`src/rtl/seq_gen_if.sv`:
```
// Bus bundle for the serial pattern generator.
// master: drives start/abort/pattern/pat_len/repeat_n/gap and
// observes x_out/x_valid/busy/done; slave: the generator side.
interface seq_gen_if #(
    parameter int PAT_W = 8,
    parameter int LEN_W = 4,
    parameter int CNT_W = 8,
    parameter int GAP_W = 4
);
    logic             start;
    logic             abort;
    logic [PAT_W-1:0] pattern;
    logic [LEN_W-1:0] pat_len;
    logic [CNT_W-1:0] repeat_n;
    logic [GAP_W-1:0] gap;
    logic             x_out;
    logic             x_valid;
    logic             busy;
    logic             done;

    modport master (
        output start, abort, pattern, pat_len, repeat_n, gap,
        input  x_out, x_valid, busy, done
    );

    modport slave (
        input  start, abort, pattern, pat_len, repeat_n, gap,
        output x_out, x_valid, busy, done
    );
endinterface

```
`src/rtl/seq_gen.sv`:
```
// Serial pattern generator: shifts a 1..PAT_W bit pattern out MSB first,
// repeated repeat_n times with gap idle cycles between repetitions.
// Ports: clk, rst (async, active-high), bus (seq_gen_if.slave).
module seq_gen #(
    parameter int PAT_W = 8,
    parameter int LEN_W = 4,
    parameter int CNT_W = 8,
    parameter int GAP_W = 4
) (
    input  logic     clk,
    input  logic     rst,
    seq_gen_if.slave bus
);
    typedef enum logic [1:0] {IDLE, SEND, GAP, DONE} state_t;

    state_t           state;
    logic [PAT_W-1:0] pat_sh;
    logic [PAT_W-1:0] sr;
    logic [PAT_W-1:0] pat_c;
    logic [LEN_W-1:0] len_sh;
    logic [LEN_W-1:0] len_c;
    logic [LEN_W-1:0] idx;
    logic [CNT_W-1:0] reps;
    logic [GAP_W-1:0] gap_sh;
    logic [GAP_W-1:0] gcnt;

    assign len_c = (bus.pat_len > LEN_W'(PAT_W)) ? LEN_W'(PAT_W)
                                                 : bus.pat_len;

    // Left-align the active bits so the next bit is always the MSB
    assign pat_c = bus.pattern << (PAT_W - int'(len_c));

    always_ff @(posedge clk or posedge rst) begin
        if (rst) begin
            state       <= IDLE;
            pat_sh      <= '0;
            sr          <= '0;
            len_sh      <= '0;
            idx         <= '0;
            reps        <= '0;
            gap_sh      <= '0;
            gcnt        <= '0;
            bus.x_out   <= 1'b0;
            bus.x_valid <= 1'b0;
            bus.busy    <= 1'b0;
            bus.done    <= 1'b0;
        end else if (state != IDLE && bus.abort) begin
            state       <= IDLE;
            bus.x_out   <= 1'b0;
            bus.x_valid <= 1'b0;
            bus.busy    <= 1'b0;
            bus.done    <= 1'b0;
        end else begin
            case (state)
                IDLE: begin
                    if (bus.start) begin
                        pat_sh   <= pat_c;
                        sr       <= pat_c;
                        len_sh   <= len_c;
                        reps     <= bus.repeat_n;
                        gap_sh   <= bus.gap;
                        gcnt     <= '0;
                        bus.busy <= 1'b1;
                        if (len_c == '0 || bus.repeat_n == '0) begin
                            state       <= DONE;
                            idx         <= '0;
                            bus.done    <= 1'b1;
                            bus.x_valid <= 1'b0;
                            bus.x_out   <= 1'b0;
                        end else begin
                            state       <= SEND;
                            idx         <= len_c - LEN_W'(1);
                            bus.done    <= 1'b0;
                            bus.x_valid <= 1'b1;
                            bus.x_out   <= pat_c[PAT_W-1];
                        end
                    end
                end
                SEND: begin
                    if (idx != '0) begin
                        idx       <= idx - LEN_W'(1);
                        sr        <= sr << 1;
                        bus.x_out <= sr[PAT_W-2];
                    end else if (reps > CNT_W'(1)) begin
                        if (gap_sh == '0) begin
                            // back-to-back repetition, no bubble
                            sr        <= pat_sh;
                            idx       <= len_sh - LEN_W'(1);
                            reps      <= reps - CNT_W'(1);
                            bus.x_out <= pat_sh[PAT_W-1];
                        end else begin
                            state       <= GAP;
                            gcnt        <= gap_sh;
                            bus.x_valid <= 1'b0;
                            bus.x_out   <= 1'b0;
                        end
                    end else begin
                        state       <= DONE;
                        bus.x_valid <= 1'b0;
                        bus.x_out   <= 1'b0;
                        bus.done    <= 1'b1;
                    end
                end
                GAP: begin
                    // gcnt holds the idle cycles still to show, this one included
                    if (gcnt <= GAP_W'(1)) begin
                        state       <= SEND;
                        gcnt        <= '0;
                        sr          <= pat_sh;
                        idx         <= len_sh - LEN_W'(1);
                        reps        <= reps - CNT_W'(1);
                        bus.x_valid <= 1'b1;
                        bus.x_out   <= pat_sh[PAT_W-1];
                    end else begin
                        gcnt <= gcnt - GAP_W'(1);
                    end
                end
                DONE: begin
                    state       <= IDLE;
                    bus.busy    <= 1'b0;
                    bus.done    <= 1'b0;
                    bus.x_valid <= 1'b0;
                    bus.x_out   <= 1'b0;
                end
                default: begin
                    state       <= IDLE;
                    bus.busy    <= 1'b0;
                    bus.done    <= 1'b0;
                    bus.x_valid <= 1'b0;
                    bus.x_out   <= 1'b0;
                end
            endcase
        end
    end
endmodule

```
`src/flat_wrapper.sv`:
```
// flat-port wrapper written by rule: the top's interface ports become plain ports
module seq_gen_flat 
#(
    parameter int PAT_W = 8,
    parameter int LEN_W = 4,
    parameter int CNT_W = 8,
    parameter int GAP_W = 4
)
  (clk, rst, bus_start, bus_abort, bus_pattern, bus_pat_len, bus_repeat_n, bus_gap, bus_x_out, bus_x_valid, bus_busy, bus_done);
  seq_gen_if #(.PAT_W(PAT_W), .LEN_W(LEN_W), .CNT_W(CNT_W), .GAP_W(GAP_W)) bus_i ();
  input  logic clk;
  input  logic rst;
  input wire logic [$bits(bus_i.start)-1:0] bus_start;
  input wire logic [$bits(bus_i.abort)-1:0] bus_abort;
  input wire logic [$bits(bus_i.pattern)-1:0] bus_pattern;
  input wire logic [$bits(bus_i.pat_len)-1:0] bus_pat_len;
  input wire logic [$bits(bus_i.repeat_n)-1:0] bus_repeat_n;
  input wire logic [$bits(bus_i.gap)-1:0] bus_gap;
  output wire logic [$bits(bus_i.x_out)-1:0] bus_x_out;
  output wire logic [$bits(bus_i.x_valid)-1:0] bus_x_valid;
  output wire logic [$bits(bus_i.busy)-1:0] bus_busy;
  output wire logic [$bits(bus_i.done)-1:0] bus_done;
  assign bus_i.start = bus_start;
  assign bus_i.abort = bus_abort;
  assign bus_i.pattern = bus_pattern;
  assign bus_i.pat_len = bus_pat_len;
  assign bus_i.repeat_n = bus_repeat_n;
  assign bus_i.gap = bus_gap;
  assign bus_x_out = bus_i.x_out;
  assign bus_x_valid = bus_i.x_valid;
  assign bus_busy = bus_i.busy;
  assign bus_done = bus_i.done;
  seq_gen #(.PAT_W(PAT_W), .LEN_W(LEN_W), .CNT_W(CNT_W), .GAP_W(GAP_W)) u_core (.clk(clk), .rst(rst), .bus(bus_i));
endmodule
```
`config.mk`:
```
export PLATFORM = sky130hd
export DESIGN_NAME = seq_gen_flat
export DESIGN_NICKNAME = d
export VERILOG_FILES = /design/src/rtl/seq_gen_if.sv /design/src/rtl/seq_gen.sv /design/src/flat_wrapper.sv
export SDC_FILE = /design/constraint.sdc
export NUM_CORES = 1
export LEC_CHECK = 0
export CORE_UTILIZATION = 52
export DETAILED_ROUTE_END_ITERATION = 12
export GPL_TIMING_DRIVEN = 1
export PLACE_DENSITY = 0.77
export SLEW_MARGIN = 20
export SYNTH_ARGS = -nofsm -noshare
export SYNTH_HDL_FRONTEND = slang
export SYNTH_SLANG_ARGS = --single-unit
```
`constraint.sdc`:
```
create_clock -name clk -period 2.3 [get_ports clk]
set_clock_uncertainty 0.15 [all_clocks]
set_input_delay 0.345 -clock clk [delete_from_list [all_inputs] [get_ports clk]]
set_output_delay 0.345 -clock clk [all_outputs]
set_load 0.01 [all_outputs]
```
==> run summary <==
The run finished, with violations left. The final reports fail on setup timing. The average vias per placed instance was 6.05. The total grt overflow is 0. 32 I/O pins were placed. The first TritonRoute pass finished after 5 iterations. Synthesis inferred 45 register bits. After the last flow step, the layout net total stands at 476.

The largest total area in the synthesized netlist belongs to dfrtp_1. Once the floorplan was initialized, standard cells occupied 54.8% of the core. After synthesis, the cell types taking the most area are dfrtp_1 34%, ha_1 5.0%, mux2_2 4.8%. The type of the worst setup path is flip-flop to flip-flop. Summed over all cells, the static leakage comes to 1.90 nW. Number of rows in the core area: 28. The synthesized netlist occupies a cell area of 3280 µm². For this run, the slowest stage of the critical path takes 0.55 ns. Core box area: 5990 µm². Grouping stages by cell kind, the critical path spends the most delay in simple AND/OR/NAND/NOR gates. Buffers placed on the I/O ports in this run total 31.

In this run the biggest area consumer among cell types represents 34.3% of the synthesized area. The number of buffers inserted by hold repair at cts is 0. The post-route netlist has 30.5% of its cells at a drive strength greater than 1.

The number of placed instances, taps included, is 493. Total global-route track usage: 27.0%. The vias after detailed routing was 3,089; the pin count of the biggest net entering global routing was 31. The clock slew seen by the registers of the worst setup and hold paths works out to 0.09 ns. Counting flops with a built-in enable in the synthesized netlist gives 0.

For the post-route worst setup slack, the log shows -0.0367 ns. The maximum buffer depth of the clock tree came out at 2. Final-report hold violation count: 0. The number of global-route vias before repair was 2,901. The tightest hold path in the finished design has a slack of 0.193 ns.

From left edge to right edge, the die measures 81.5 µm. The die covers 6640 µm². The tightest min-delay check is of the input pin to asynchronous set/reset pin type. The logs give 0 for the max-slew violation count and 0.428 GHz for the maximum achievable frequency. Summed over all nets, the half-perimeter wirelength after detailed placement is 6380 µm. The height of the chip is 81.5 µm. Initial antenna violation count: 0. Excluding fillers, the count of instances in the completed layout stands at 511. Setup repair after global routing could not meet its margin everywhere. In this run the number of H-tree levels came out at 2. Clock tree synthesis inserted a total of 5 buffers. Synthesis produced a netlist whose cell count is 349.

Relative to the synthesized area, the layout overhead comes to 31.1%. The fraction of registers with async set/reset works out to 100%. The tool flagged a number of max-cap violations equal to 0. In this run the mean area of a mapped cell was 9.41 µm².

The worst relative slew slack was 57.1%. Data on the critical path arrives at its endpoint at 2.38 ns. Counting every sink on the clock net gives 45. The repair_antennas step left the layout with diodes totalling 0.

During synthesis, Yosys emitted a total of 0 warnings. For the final-report setup violation count, the log shows 3. Dividing the detail-routed wire length by the instance count gives 16.7 µm.

The count of nets left with antenna violations once routing finished came out at 0. TritonCTS built the clock tree. The first routing iteration left 189 violations. For the total power, the log shows 0.00555 W. The number of distinct library cells after synthesis is 79.

Sequential elements use 34.3% of the synthesized area. The maximum fanout along the worst path was 5. The worst setup path is captured at a flip-flop. In this run the power density over the cells is 1290 nW/µm². The shortest clock period the worst path allows after layout was 2.34 ns. The worst setup path is launched from a flip-flop.

Adding up every negative setup slack in the final design gives -0.0968 ns. Highest-delay cell along the critical path: or4_4. For the worst-skew pair, the clock arrives at the later sink with an insertion delay of 0.31 ns.

At the end of routability-driven placement, the weighted congestion stood at 0.875. Among all flip-flop cells after synthesis, the most frequent one is dfrtp_1. The final clock period utilization by the worst path works out to 102%. For the pin with the worst max-slew slack, the measured transition is 0.639 ns.

Buffer and inverter count on the worst path: 1. At the worst endpoint, the required time is 2.34 ns. The total detailed-routing wirelength was 8530 µm; the global-route wire length before repair was 13,600 µm. The tools report the clock tree root driver cell as clkbuf_8. For this run, design rule violations remaining after detail routing come to 0. The run gives 390 as the post-synthesis net count.

The critical path goes through inv_2 > ha_4 > nor2_2 > o31a_1 > or4_4 > nor2_4 > mux2_4. The worst-case IR drop observed on VDD is 0.000766 V.
layout make-up:
cell class,count,area (µm²)
multi-input cells,266,2070
repair buffers,101,857
well taps,75,93.8
inverters,16,61.3
clock buffers,6,82.6
fillers,440,1680
clock inverters,2,17.5
flip-flops and latches,45,1130
per-stage QoR:
| step | area, µm² | utilization [%] | setup WS, ns |
|---|---|---|---|
| 2_1_floorplan | 3300 | - | -0.0374 |
| 3_3_place_gp | 4000 | 66.8 | -0.298 |
| 3_5_place_dp | 4000 | 66.8 | -0.353 |
| 4_1_cts | 4200 | 70.2 | -0.0553 |
| 5_1_grt | 4310 | 71.9 | -0.129 |
| 6_report | 4310 | 71.9 | -0.0367 |
cell families after synthesis:
logic type                 count (synthesis)  share of synthesized area (%)
xor gates and xnor gates                   7                           1.87
DFF                                       45                           34.3
AOI/OAI and AO/OA                        100                           22.9
muxes                                     28                           9.87
adders and majority gates                 13                           4.95
and+or+nand+nor                          118                           19.3
buffers and inverters                     38                           6.78
Yosys cell counts (7+ instances only):
| master | number |
|---|---|
| dfrtp_1 | 45 |
| nand2_1 | 37 |
| nor2_1 | 19 |
| inv_1 | 15 |
| o21ai_0 | 15 |
| mux2_2 | 14 |
| a21oi_1 | 13 |
| ha_1 | 13 |
| mux2i_1 | 11 |
| nand3_1 | 10 |
| nor3_1 | 10 |
| clkbuf_1 | 9 |
| o22ai_1 | 8 |
| a31oi_1 | 7 |
final timing paths:
kind	startpoint	end	slack, ns	cells after the start
max	u_core.gcnt[1]	u_core.idx[3]	-0.04	7
min	rst	u_core.gap_sh[1]	0.19	2
max reg2reg	u_core.gcnt[1]	u_core.idx[3]	-0.04	7
min reg2reg	u_core.pat_sh[5]	u_core.pat_sh[5]	0.34	2
max in group asynchronous	rst	u_core.idx[3]	1.28	3
min in group clk	u_core.pat_sh[5]	u_core.pat_sh[5]	0.34	2
layer usage:
layer / GRT usage (%) / vias to the layer above / share of wire, %
li1: - / 1475 / -
met1: 35.8 / 1502 / 45
met2: 45.5 / 94 / 49
met3: 4.11 / 18 / 4.2
met4: 7.50 / 0 / 1.5
met5: 0 / - / 0
state kept, by name (all words and copies together) (netlist names):
register / cells
u_core.idx: 4
u_core.bus.busy: 1
u_core.len_sh: 4
u_core.bus.x_out: 1
u_core.gap_sh: 4
u_core.state: 2
u_core.gcnt: 4
u_core.pat_sh: 8
u_core.reps: 8
u_core.bus.x_valid: 1
u_core.sr: 7
u_core.bus.done: 1
placed cells by master, fill, tap and decap left out, types with 4 or more instances in the layout:
cell / netlist / routed
buf_4: 1 / 68
ha_1: 13 / 8
a221oi_1: 6 / 5
a211oi_1: 4 / 4
nand2_1: 37 / 36
o21ai_0: 15 / 14
ha_4: 0 / 4
o31ai_1: 4 / 4
a31oi_1: 7 / 6
a22oi_1: 6 / 6
clkbuf_8: 3 / 6
clkdlybuf4s50_1: 0 / 29
dfrtp_1: 45 / 45
nand3_1: 10 / 10
mux2_2: 14 / 12
inv_1: 15 / 10
a21oi_1: 13 / 13
nor3_1: 10 / 9
nand2b_1: 6 / 5
inv_2: 0 / 4
mux2i_1: 11 / 11
nor2_1: 19 / 18
o21ai_1: 5 / 6
nand4_1: 4 / 4
nor2b_1: 5 / 5
o22ai_1: 8 / 8
xnor2_1: 6 / 6
timing repair:
action	CTS	global route
resized for setup	15	16
pin swaps	3	10
buffers inserted	4	6
setup endpoints to repair	13	22
endpoints found under the hold margin	0	0
where the power goes:
part	leakage (nW)	internal (W)	total (W)	switching, W
sequential	0.562	0.00116	0.00144	0.000281
clock	0.0518	0.000250	0.000543	0.000294
combinational	1.28	0.00171	0.00357	0.00185
Power figures use the tool's default switching activity.
